--- src/rtl/debug_pkg.sv ---
// rtl/debug_pkg.sv - shared constants, state encoding and helpers for the register dump path
package debug_pkg;

    localparam int DEF_NB_DATA    = 32;
    localparam int DEF_NB_REG     = 5;
    localparam int DEF_SIZE_REG   = 32;
    localparam int NB_BYTE        = 8;
    localparam int BYTES_PER_WORD = DEF_NB_DATA / NB_BYTE;

    function automatic int cnt_width(input int n);
        return (n > 1) ? $clog2(n) : 1;
    endfunction

    localparam int NB_BCNT = cnt_width(BYTES_PER_WORD);

    typedef enum logic [1:0] {
        ST_IDLE  = 2'd0,
        ST_LATCH = 2'd1,
        ST_SEND  = 2'd2,
        ST_DONE  = 2'd3
    } dump_state_e;

endpackage

--- src/rtl/debug_reg_dump_if.sv ---
// rtl/debug_reg_dump_if.sv - byte stream toward the debug UART transmitter
interface debug_reg_dump_if #(
    parameter int NB_BYTE = debug_pkg::NB_BYTE
);
    logic [NB_BYTE-1:0] tdata;
    logic               tvalid;
    logic               tready;

    modport master (output tdata, output tvalid, input tready);
    modport slave  (input tdata, input tvalid, output tready);
endinterface

--- src/rtl/word_byte_serializer.sv ---
// rtl/word_byte_serializer.sv - loads a word and shifts it out LSB byte first on valid/ready
module word_byte_serializer #(
    parameter int NB_DATA = debug_pkg::DEF_NB_DATA,
    parameter int NB_BYTE = debug_pkg::NB_BYTE
) (
    input  logic               i_clk,
    input  logic               i_reset,
    input  logic               i_load,
    input  logic [NB_DATA-1:0] i_word,
    debug_reg_dump_if.master   tx,
    output logic               o_last,
    output logic               o_xfer
);
    localparam int BPW    = NB_DATA / NB_BYTE;
    localparam int NB_CNT = debug_pkg::cnt_width(BPW);

    logic [NB_DATA-1:0] shift_q, shift_d;
    logic [NB_CNT-1:0]  cnt_q, cnt_d;
    logic [NB_BYTE-1:0] data_q, data_d;
    logic               valid_q, valid_d;

    assign o_xfer    = valid_q & tx.tready;
    assign o_last    = (cnt_q == NB_CNT'(BPW - 1));
    assign tx.tdata  = data_q;
    assign tx.tvalid = valid_q;

    always_comb begin
        shift_d = shift_q;
        cnt_d   = cnt_q;
        data_d  = data_q;
        valid_d = valid_q;
        if (i_load) begin
            shift_d = i_word;
            cnt_d   = '0;
            data_d  = i_word[NB_BYTE-1:0];
            valid_d = 1'b1;
        end else if (o_xfer) begin
            // Last byte only drops valid; data stays put until the next load.
            if (!o_last) begin
                shift_d = shift_q >> NB_BYTE;
                data_d  = shift_d[NB_BYTE-1:0];
                cnt_d   = cnt_q + 1'b1;
            end else begin
                valid_d = 1'b0;
            end
        end
    end

    always_ff @(posedge i_clk) begin
        if (i_reset) begin
            shift_q <= '0;
            cnt_q   <= '0;
            data_q  <= '0;
            valid_q <= 1'b0;
        end else begin
            shift_q <= shift_d;
            cnt_q   <= cnt_d;
            data_q  <= data_d;
            valid_q <= valid_d;
        end
    end

endmodule

--- src/rtl/debug_reg_dump.sv ---
// rtl/debug_reg_dump.sv - walks the register file debug port and streams every word out as bytes
module debug_reg_dump #(
    parameter int NB_DATA  = debug_pkg::DEF_NB_DATA,
    parameter int NB_REG   = debug_pkg::DEF_NB_REG,
    parameter int SIZE_REG = debug_pkg::DEF_SIZE_REG,
    parameter int NB_BYTE  = debug_pkg::NB_BYTE
) (
    input  logic               i_clk,
    input  logic               i_reset,
    input  logic               i_start,
    input  logic [NB_DATA-1:0] i_reg_data,
    output logic [NB_REG-1:0]  o_reg_address,
    debug_reg_dump_if.master   tx,
    output logic               o_busy,
    output logic               o_done
);
    import debug_pkg::*;

    localparam logic [NB_REG-1:0] LAST_ADDR = NB_REG'(SIZE_REG - 1);

    dump_state_e       state_q, state_d;
    logic [NB_REG-1:0] addr_q, addr_d;
    logic              done_q, done_d;
    logic              load;
    logic              last;
    logic              xfer;

    word_byte_serializer #(
        .NB_DATA (NB_DATA),
        .NB_BYTE (NB_BYTE)
    ) u_ser (
        .i_clk   (i_clk),
        .i_reset (i_reset),
        .i_load  (load),
        .i_word  (i_reg_data),
        .tx      (tx),
        .o_last  (last),
        .o_xfer  (xfer)
    );

    always_comb begin
        state_d = state_q;
        addr_d  = addr_q;
        done_d  = 1'b0;
        load    = 1'b0;
        case (state_q)
            ST_IDLE: begin
                if (i_start) begin
                    addr_d  = '0;
                    state_d = ST_LATCH;
                end
            end
            ST_LATCH: begin
                load    = 1'b1;
                state_d = ST_SEND;
            end
            ST_SEND: begin
                // Returning through LATCH costs one bubble but lets the read data settle on the new address.
                if (xfer && last) begin
                    if (addr_q != LAST_ADDR) begin
                        addr_d  = addr_q + 1'b1;
                        state_d = ST_LATCH;
                    end else begin
                        done_d  = 1'b1;
                        state_d = ST_DONE;
                    end
                end
            end
            ST_DONE: begin
                addr_d  = '0;
                state_d = ST_IDLE;
            end
            default: state_d = ST_IDLE;
        endcase
    end

    always_ff @(posedge i_clk) begin
        if (i_reset) begin
            state_q <= ST_IDLE;
            addr_q  <= '0;
            done_q  <= 1'b0;
        end else begin
            state_q <= state_d;
            addr_q  <= addr_d;
            done_q  <= done_d;
        end
    end

    assign o_reg_address = addr_q;
    assign o_done        = done_q;
    assign o_busy        = (state_q != ST_IDLE);

endmodule

--- src/flat_wrapper.sv ---
// flat-port wrapper written by rule: the top's interface ports become plain ports
module debug_reg_dump_flat import debug_pkg::*;
#(
    parameter int NB_DATA  = debug_pkg::DEF_NB_DATA,
    parameter int NB_REG   = debug_pkg::DEF_NB_REG,
    parameter int SIZE_REG = debug_pkg::DEF_SIZE_REG,
    parameter int NB_BYTE  = debug_pkg::NB_BYTE
)
  (i_clk, i_reset, i_start, i_reg_data, o_reg_address, o_busy, o_done, tx_tdata, tx_tvalid, tx_tready);
  debug_reg_dump_if #(.NB_BYTE(NB_BYTE)) tx_i ();
  input  logic i_clk;
  input  logic i_reset;
  input  logic i_start;
  input  logic [NB_DATA-1:0] i_reg_data;
  output logic [NB_REG-1:0] o_reg_address;
  output logic o_busy;
  output logic o_done;
  output wire logic [$bits(tx_i.tdata)-1:0] tx_tdata;
  output wire logic [$bits(tx_i.tvalid)-1:0] tx_tvalid;
  input wire logic [$bits(tx_i.tready)-1:0] tx_tready;
  assign tx_tdata = tx_i.tdata;
  assign tx_tvalid = tx_i.tvalid;
  assign tx_i.tready = tx_tready;
  debug_reg_dump #(.NB_DATA(NB_DATA), .NB_REG(NB_REG), .SIZE_REG(SIZE_REG), .NB_BYTE(NB_BYTE)) u_core (.i_clk(i_clk), .i_reset(i_reset), .i_start(i_start), .i_reg_data(i_reg_data), .o_reg_address(o_reg_address), .tx(tx_i), .o_busy(o_busy), .o_done(o_done));
endmodule
--- config.mk ---
export PLATFORM = sky130hd
export DESIGN_NAME = debug_reg_dump_flat
export DESIGN_NICKNAME = d
export VERILOG_FILES = /design/src/rtl/debug_pkg.sv /design/src/rtl/debug_reg_dump_if.sv /design/src/rtl/word_byte_serializer.sv /design/src/rtl/debug_reg_dump.sv /design/src/flat_wrapper.sv
export SDC_FILE = /design/constraint.sdc
export NUM_CORES = 1
export LEC_CHECK = 0
export BUFFER_PORTS_ARGS = -buffer_cell sky130_fd_sc_hd__buf_2
export CAP_MARGIN = 20
export CORE_UTILIZATION = 57
export CTS_CLUSTER_DIAMETER = 150
export DETAILED_ROUTE_END_ITERATION = 10
export GPL_TIMING_DRIVEN = 0
export PLACE_DENSITY = 0.8
export SYNTH_ARGS = -nofsm -noshare
export SYNTH_HDL_FRONTEND = slang
export SYNTH_HIERARCHICAL = 1
export SYNTH_SLANG_ARGS = --single-unit
export TNS_END_PERCENT = 100
--- constraint.sdc ---
create_clock -name i_clk -period 4.05 [get_ports i_clk]
set_clock_uncertainty 0.15 [all_clocks]
set_input_delay 1.215 -clock i_clk [delete_from_list [all_inputs] [get_ports i_clk]]
set_output_delay 1.215 -clock i_clk [all_outputs]
set_load 0.1 [all_outputs]
==> flow_summary_export.csv, run 1 <==
group,metric,value,unit
final_layout,nFillCells,312,
drt,detail_route.wl_per_cell,12.97,µm
grt,grt_max_degree,14,
drt,route.detailed.drc,0,
final_layout,multi_input_area,1055,µm²
min_path,whs_endpoint,"u_core/u_ser/shift_q[1]",
logic_synthesis,seq_area_frac_synth,39.02,%
floorplan,ioPinCount,52,
clock_network,cts_buffers,5,
clock_network,h-tree-depth,2,
floorplan,initial_core_util,59.80,%
critical_path,cp-start-kind,"flip-flop",
critical_path,timing_worst_setup_path_type,"reg2out",
floorplan,core,3689,µm²
flow_run,cap_violations,0,
pwr,power_density,390.5,nW/µm²
logic_synthesis,synth_ff_type,"dfxtp_1",
floorplan,die_h,64.21,µm
clock_network,tritoncts_num_sinks,43,
logic_synthesis,yosys_warnings,6,
final_layout,final-seq-area,860.8,µm²
final_layout,final_common_cell,"buf_2",
logic_synthesis,synth_edf_count,0,
final_layout,final_cell_mix,"59 x buf_2, 43 x dfxtp_1, 36 x nand2_1",
final_layout,layout-drive-gt1-share,40.54,%
sta,period_minus_slack,2.704,ns
min_path,hp-start,"u_core/u_ser/shift_q[1]",
pwr,leakage,1.148,nW
clock_network,insertion_delay,0.29,ns
final_layout,n_antenna_cell,0,
logic_synthesis,syn_inst,237,
drt,antenna_left,0,
sta,fin_tns_setup,0,ns
grt,grt_first_pass_wirelength,7596,µm
place,globalplace.congestion,0.8698,
drt,vias,1823,
grt,grt_pass1_vias,1718,
clock_network,path_clk_slew,0.08,ns
sta,tightest_slew,0.6791,ns
floorplan,die_area,4123,µm²
logic_synthesis,synth_nets,276,
logic_synthesis,ys_ff_latch,43,
sta,setup_ws,1.346,ns
floorplan,row_count,22,
clock_network,holdBufCountCts,0,
logic_synthesis,avgSynthCellArea,9.307,µm²
sta,setup_viol,0,
grt,grt.overflow.total,0,
critical_path,required,2.68,ns
critical_path,reg2reg_depth,6,
critical_path,r2r-start,"u_core/o_reg_address[0]",
pwr,peakVddDrop,0.2426,mV
drt,via_per_inst,5.299,
final_layout,layout.nets,334,
drt,first_pass_iters,4,
status,outcome,"finished clean",
critical_path,cp_max_fo,10,
grt,grt_usage,23.64,%
final_layout,area_growth,19.63,%
floorplan,die_width,64.21,µm
sta,period_share,66.77,%
logic_synthesis,synth-async-reset-ratio,0,%
clock_network,clockBufferDepth,2,
clock_network,cts-resized-gates,0,
drt,finalWirelength,4462,µm
clock_network,postCtsSetupBuffers,0,
place,place_ws,1.498,ns
drt,drtIter0Drc,63,
grt,antenna_found_initial,0,
critical_path,ff2ff_setup_slack,2.01,ns
sta,slew_headroom,54.72,%
clock_network,cts_tree,"yes",
sta,fmax,369.8,MHz
logic_synthesis,syn_area,2206,µm²
place,io_buffers,51,
place,hpwl,3279,µm
min_path,hold_class,"reg2reg",
critical_path,cp-end-kind,"primary output",
sta,hold_viol,0,
min_path,whs_path_depth,2,
sta,grt_setup_unrepaired,"no",
sta,timing.final.max_slew_violations,0,
clock_network,clockRootBuffer,"clkbuf_8",
critical_path,reg2reg_to,"u_core/o_reg_address[2]",
critical_path,arrival,1.34,ns
logic_synthesis,ys_types,37,
power by group:
part	internal, mW	leakage, nW	switching [mW]
Sequential	0.449	0.351	0.0176
Combinational	0.0760	0.736	0.145
Clock	0.200	0.0612	0.143
cell usage after synthesis (2+ instances only):
library cell	instances	area (µm²)
nand2_1	36	135.1
nand4_1	2	12.51
o211ai_1	2	15.01
a32o_1	2	20.02
clkbuf_1	4	15.01
nand3b_1	11	82.58
a21oi_2	18	157.7
a221oi_2	18	270.3
nor2_1	2	7.510
buf_4	10	75.07
buf_12	2	40.04
ha_1	3	37.54
nor3_1	3	15.01
dfxtp_1	43	860.8
buf_2	8	40.04
nor2b_1	3	18.77
a21oi_1	17	85.08
inv_1	27	101.4
and3b_1	2	17.52
a221oi_1	6	52.55
and3_1	2	12.51
cells by family (layout without fill, tap and decap cells):
logic type	after synthesis	in the layout	synth area share, %
compound gates	66	66	28.08
xor+xnor	1	1	0.3971
fa+ha+maj	3	3	1.702
buf+inv	53	112	13.16
flops	43	43	39.02
mux	1	1	0.4538
simple gates	70	70	17.19
through the flow:
step / utilization (%) / hold slack, ns / instance area, µm² / instances / power [mW]
3_5_place_dp: 68.35 / 0.3115 / 2521 / 336 / 0.6979
6_report: 71.54 / 0.3199 / 2639 / 344 / 1.030
2_1_floorplan: - / 0.2972 / 2206 / 237 / 0.6496
5_1_grt: 71.54 / 0.3446 / 2639 / 344 / 1.078
4_1_cts: 71.54 / 0.3222 / 2639 / 344 / 1.039
3_3_place_gp: 68.35 / 0.3064 / 2521 / 336 / 0.6936
worst max-delay path: stages, from the launching register on:
cell and delay, ns:
dfxtp_1 0.33, buf_2 0.19, or2_1 0.11, buf_2 0.41
cell type report:
cell class | count | area share, %
multi-input combinational | 141 | 39.97
sequential | 43 | 32.62
timing repair buffer | 51 | 9.673
buffer | 26 | 7.160
inverter | 27 | 3.841
clock buffer | 6 | 3.129
tap | 48 | 2.276
clock inverter | 2 | 1.328
how the worst max path moves through the flow:
stage	start	endpoint	depth (start not counted)
after global routing	u_core/state_q[1]	o_busy	3
after floorplan	u_core/state_q[1]	o_busy	2
after CTS	u_core/state_q[1]	o_busy	3
after detailed placement	i_reset	u_core/u_ser/shift_q[7]	4
after global placement	i_reset	u_core/u_ser/cnt_q[1]	4
final	u_core/state_q[1]	o_busy	3
registers in the layout, indices dropped and copies added, names as in the netlist:
signal	flops
u_core/u_ser/tx.tvalid	1
u_core/o_done	1
u_core/u_ser/shift_q	32
u_core/o_reg_address	5
u_core/state_q	2
u_core/u_ser/cnt_q	2
metal layers:
| layer | up-vias | global-route usage [%] | share of wire [%] |
|---|---|---|---|
| met4 | 0 | 8.333 | 1.1 |
| met3 | 5 | 3.750 | 3.4 |
| li1 | 940 | - | - |
| met1 | 838 | 30.75 | 50 |
| met5 | - | 0 | 0 |
| met2 | 40 | 39.49 | 45 |
(Power assumes the default switching activity.)
==> run 2, diff against run 1 <==
- CORE_UTILIZATION: 57 -> 53
- PLACE_DENSITY: 0.8 -> 0.75
- clock period: 4.05 -> 2.5 ns (I/O delays scaled with it)
==> run 2 against run 1 <==
  * Global-route usage down 0.93 points
  * Final area fell by 0.57%
  * Sequential power up 62%
  * Worst hold slack barely moved
  * Wire length up 4.6%
  * Die area increased by 7.3%
  * Critical path type unchanged
  * Final cell count grew 0.58%
  * Largest power group unchanged
==> flow_summary_export.csv, run 2 (synthesized netlist as in run 1, its figures left out) <==
group,metric,value,unit
status,outcome,"finished clean",
clock_network,cts-resized-gates,0,
sta,hold_viol,0,
final_layout,fin_util,65.59,%
grt,grt_first_pass_wirelength,7438,µm
sta,grt_setup_unrepaired,"no",
final_layout,largest_reg_flops,32,
sta,tightest_slew,0.7138,ns
grt,grt_max_degree,13,
place,place_area,2524,µm²
critical_path,required,1.60,ns
place,hpwl,3401,µm
floorplan,ioPinCount,52,
final_layout,layout-drive-gt1-share,40.20,%
drt,first_pass_iters,4,
sta,setup_ws,0.2636,ns
critical_path,cp-start-kind,"flip-flop",
pwr,leakage,1.138,nW
critical_path,timing_worst_setup_path_type,"reg2out",
pwr,power_density,606.3,nW/µm²
critical_path,crit_chain,"buf_2, or2_1, buf_2",
clock_network,cts_buffers,5,
drt,finalWirelength,4668,µm
drt,detail_route.wl_per_cell,13.49,µm
sta,setup_viol,0,
min_path,whs_path_depth,2,
flow_run,cap_violations,0,
sta,fin_tns_setup,0,ns
critical_path,crit_path_frequent_cell,"buf_2",
clock_network,tritoncts_num_sinks,43,
critical_path,slowest_stage,"buf_2",
final_layout,layout.cell_area.non_filler,2624,µm²
clock_network,clockRootBuffer,"clkbuf_8",
final_layout,largest-register,"u_core/u_ser/shift_q",
drt,vias,1821,
min_path,hold_class,"reg2reg",
drt,via_per_inst,5.263,
floorplan,initial_core_util,55.15,%
floorplan,core,4000,µm²
place,io_buffers,51,
sta,period_minus_slack,2.236,ns
final_layout,final_cell_mix,"59 x buf_2, 43 x dfxtp_1, 36 x nand2_1",
critical_path,cp-end-kind,"primary output",
critical_path,reg2reg_depth,6,
grt,grt.overflow.total,0,
clock_network,clockBufferDepth,2,
clock_network,path_clk_slew,0.07,ns
pwr,finalPower,1.591,mW
clock_network,cts_tree,"yes",
drt,drtIter0Drc,79,
final_layout,layout.nets,334,
grt,grt_pass1_vias,1659,
grt,antenna_found_initial,0,
floorplan,die_h,66.52,µm
clock_network,postCtsSetupBuffers,0,
critical_path,cpPeakStageDelay,0.41,ns
critical_path,cp_max_fo,10,
floorplan,die_area,4424,µm²
final_layout,nFillCells,355,
final_layout,multi_input_area,1055,µm²
final_layout,area_growth,18.95,%
drt,antenna_left,0,
sta,slew_headroom,52.42,%
sta,timing.final.max_slew_violations,0,
final_layout,final-seq-area,860.8,µm²
clock_network,holdBufCountCts,0,
floorplan,die_width,66.52,µm
final_layout,n_antenna_cell,0,
critical_path,arrival,1.34,ns
final_layout,final_common_cell,"buf_2",
floorplan,row_count,23,
sta,period_share,89.45,%
pwr,peakVddDrop,0.3977,mV
clock_network,insertion_delay,0.29,ns
clock_network,h-tree-depth,2,
sta,fmax,447.2,MHz
drt,route.detailed.drc,0,
place,place_ws,0.4000,ns
place,globalplace.congestion,0.7235,
grt,grt_usage,22.71,%
[run 2: final timing paths]
check        slack, ns                     from                 endpoint
min               0.32  u_core/u_ser/shift_q[0]  u_core/u_ser/shift_q[0]
max               0.26        u_core/state_q[1]                   o_busy
max reg2reg       0.50  u_core/o_reg_address[0]  u_core/o_reg_address[2]
min reg2reg       0.32  u_core/u_ser/shift_q[0]  u_core/u_ser/shift_q[0]
[run 2: critical path: cells and delay by family (launching register included)]
kind                   cells  cell delay (ns)
buffers and inverters      2             0.59
and+or+nand+nor            1             0.12
DFF                        1             0.33
[run 2: area by class of cell]
cell class | count | area share (%)
repair buffers | 51 | 9.728
clock buffers | 8 | 3.815
multi-input cells | 141 | 40.20
inverters | 27 | 3.863
plain buffers | 26 | 7.201
flip-flops and latches | 43 | 32.81
well taps | 50 | 2.384
[run 2: through the flow]
stage / hold slack, ns / cells
detailed placement: 0.3122 / 338
floorplan: 0.2972 / 237
CTS: 0.3235 / 346
global placement: 0.3058 / 338
global route: 0.3363 / 346
finish: 0.3196 / 346
[run 2: metal layers]
metal,GRT usage [%],vias to the layer above,wire length [µm]
li1,-,941,-
met3,5.137,7,188
met1,29.01,833,2264
met5,0,-,0
met2,36.99,40,2152
met4,8.777,0,62
[run 2: where the power goes]
| group | internal (mW) | total (mW) | switching [mW] | leakage (nW) |
|---|---|---|---|---|
| clock network | 0.252 | 0.475 | 0.223 | 0.0515 |
| registers | 0.728 | 0.756 | 0.0277 | 0.351 |
| logic | 0.123 | 0.360 | 0.237 | 0.736 |
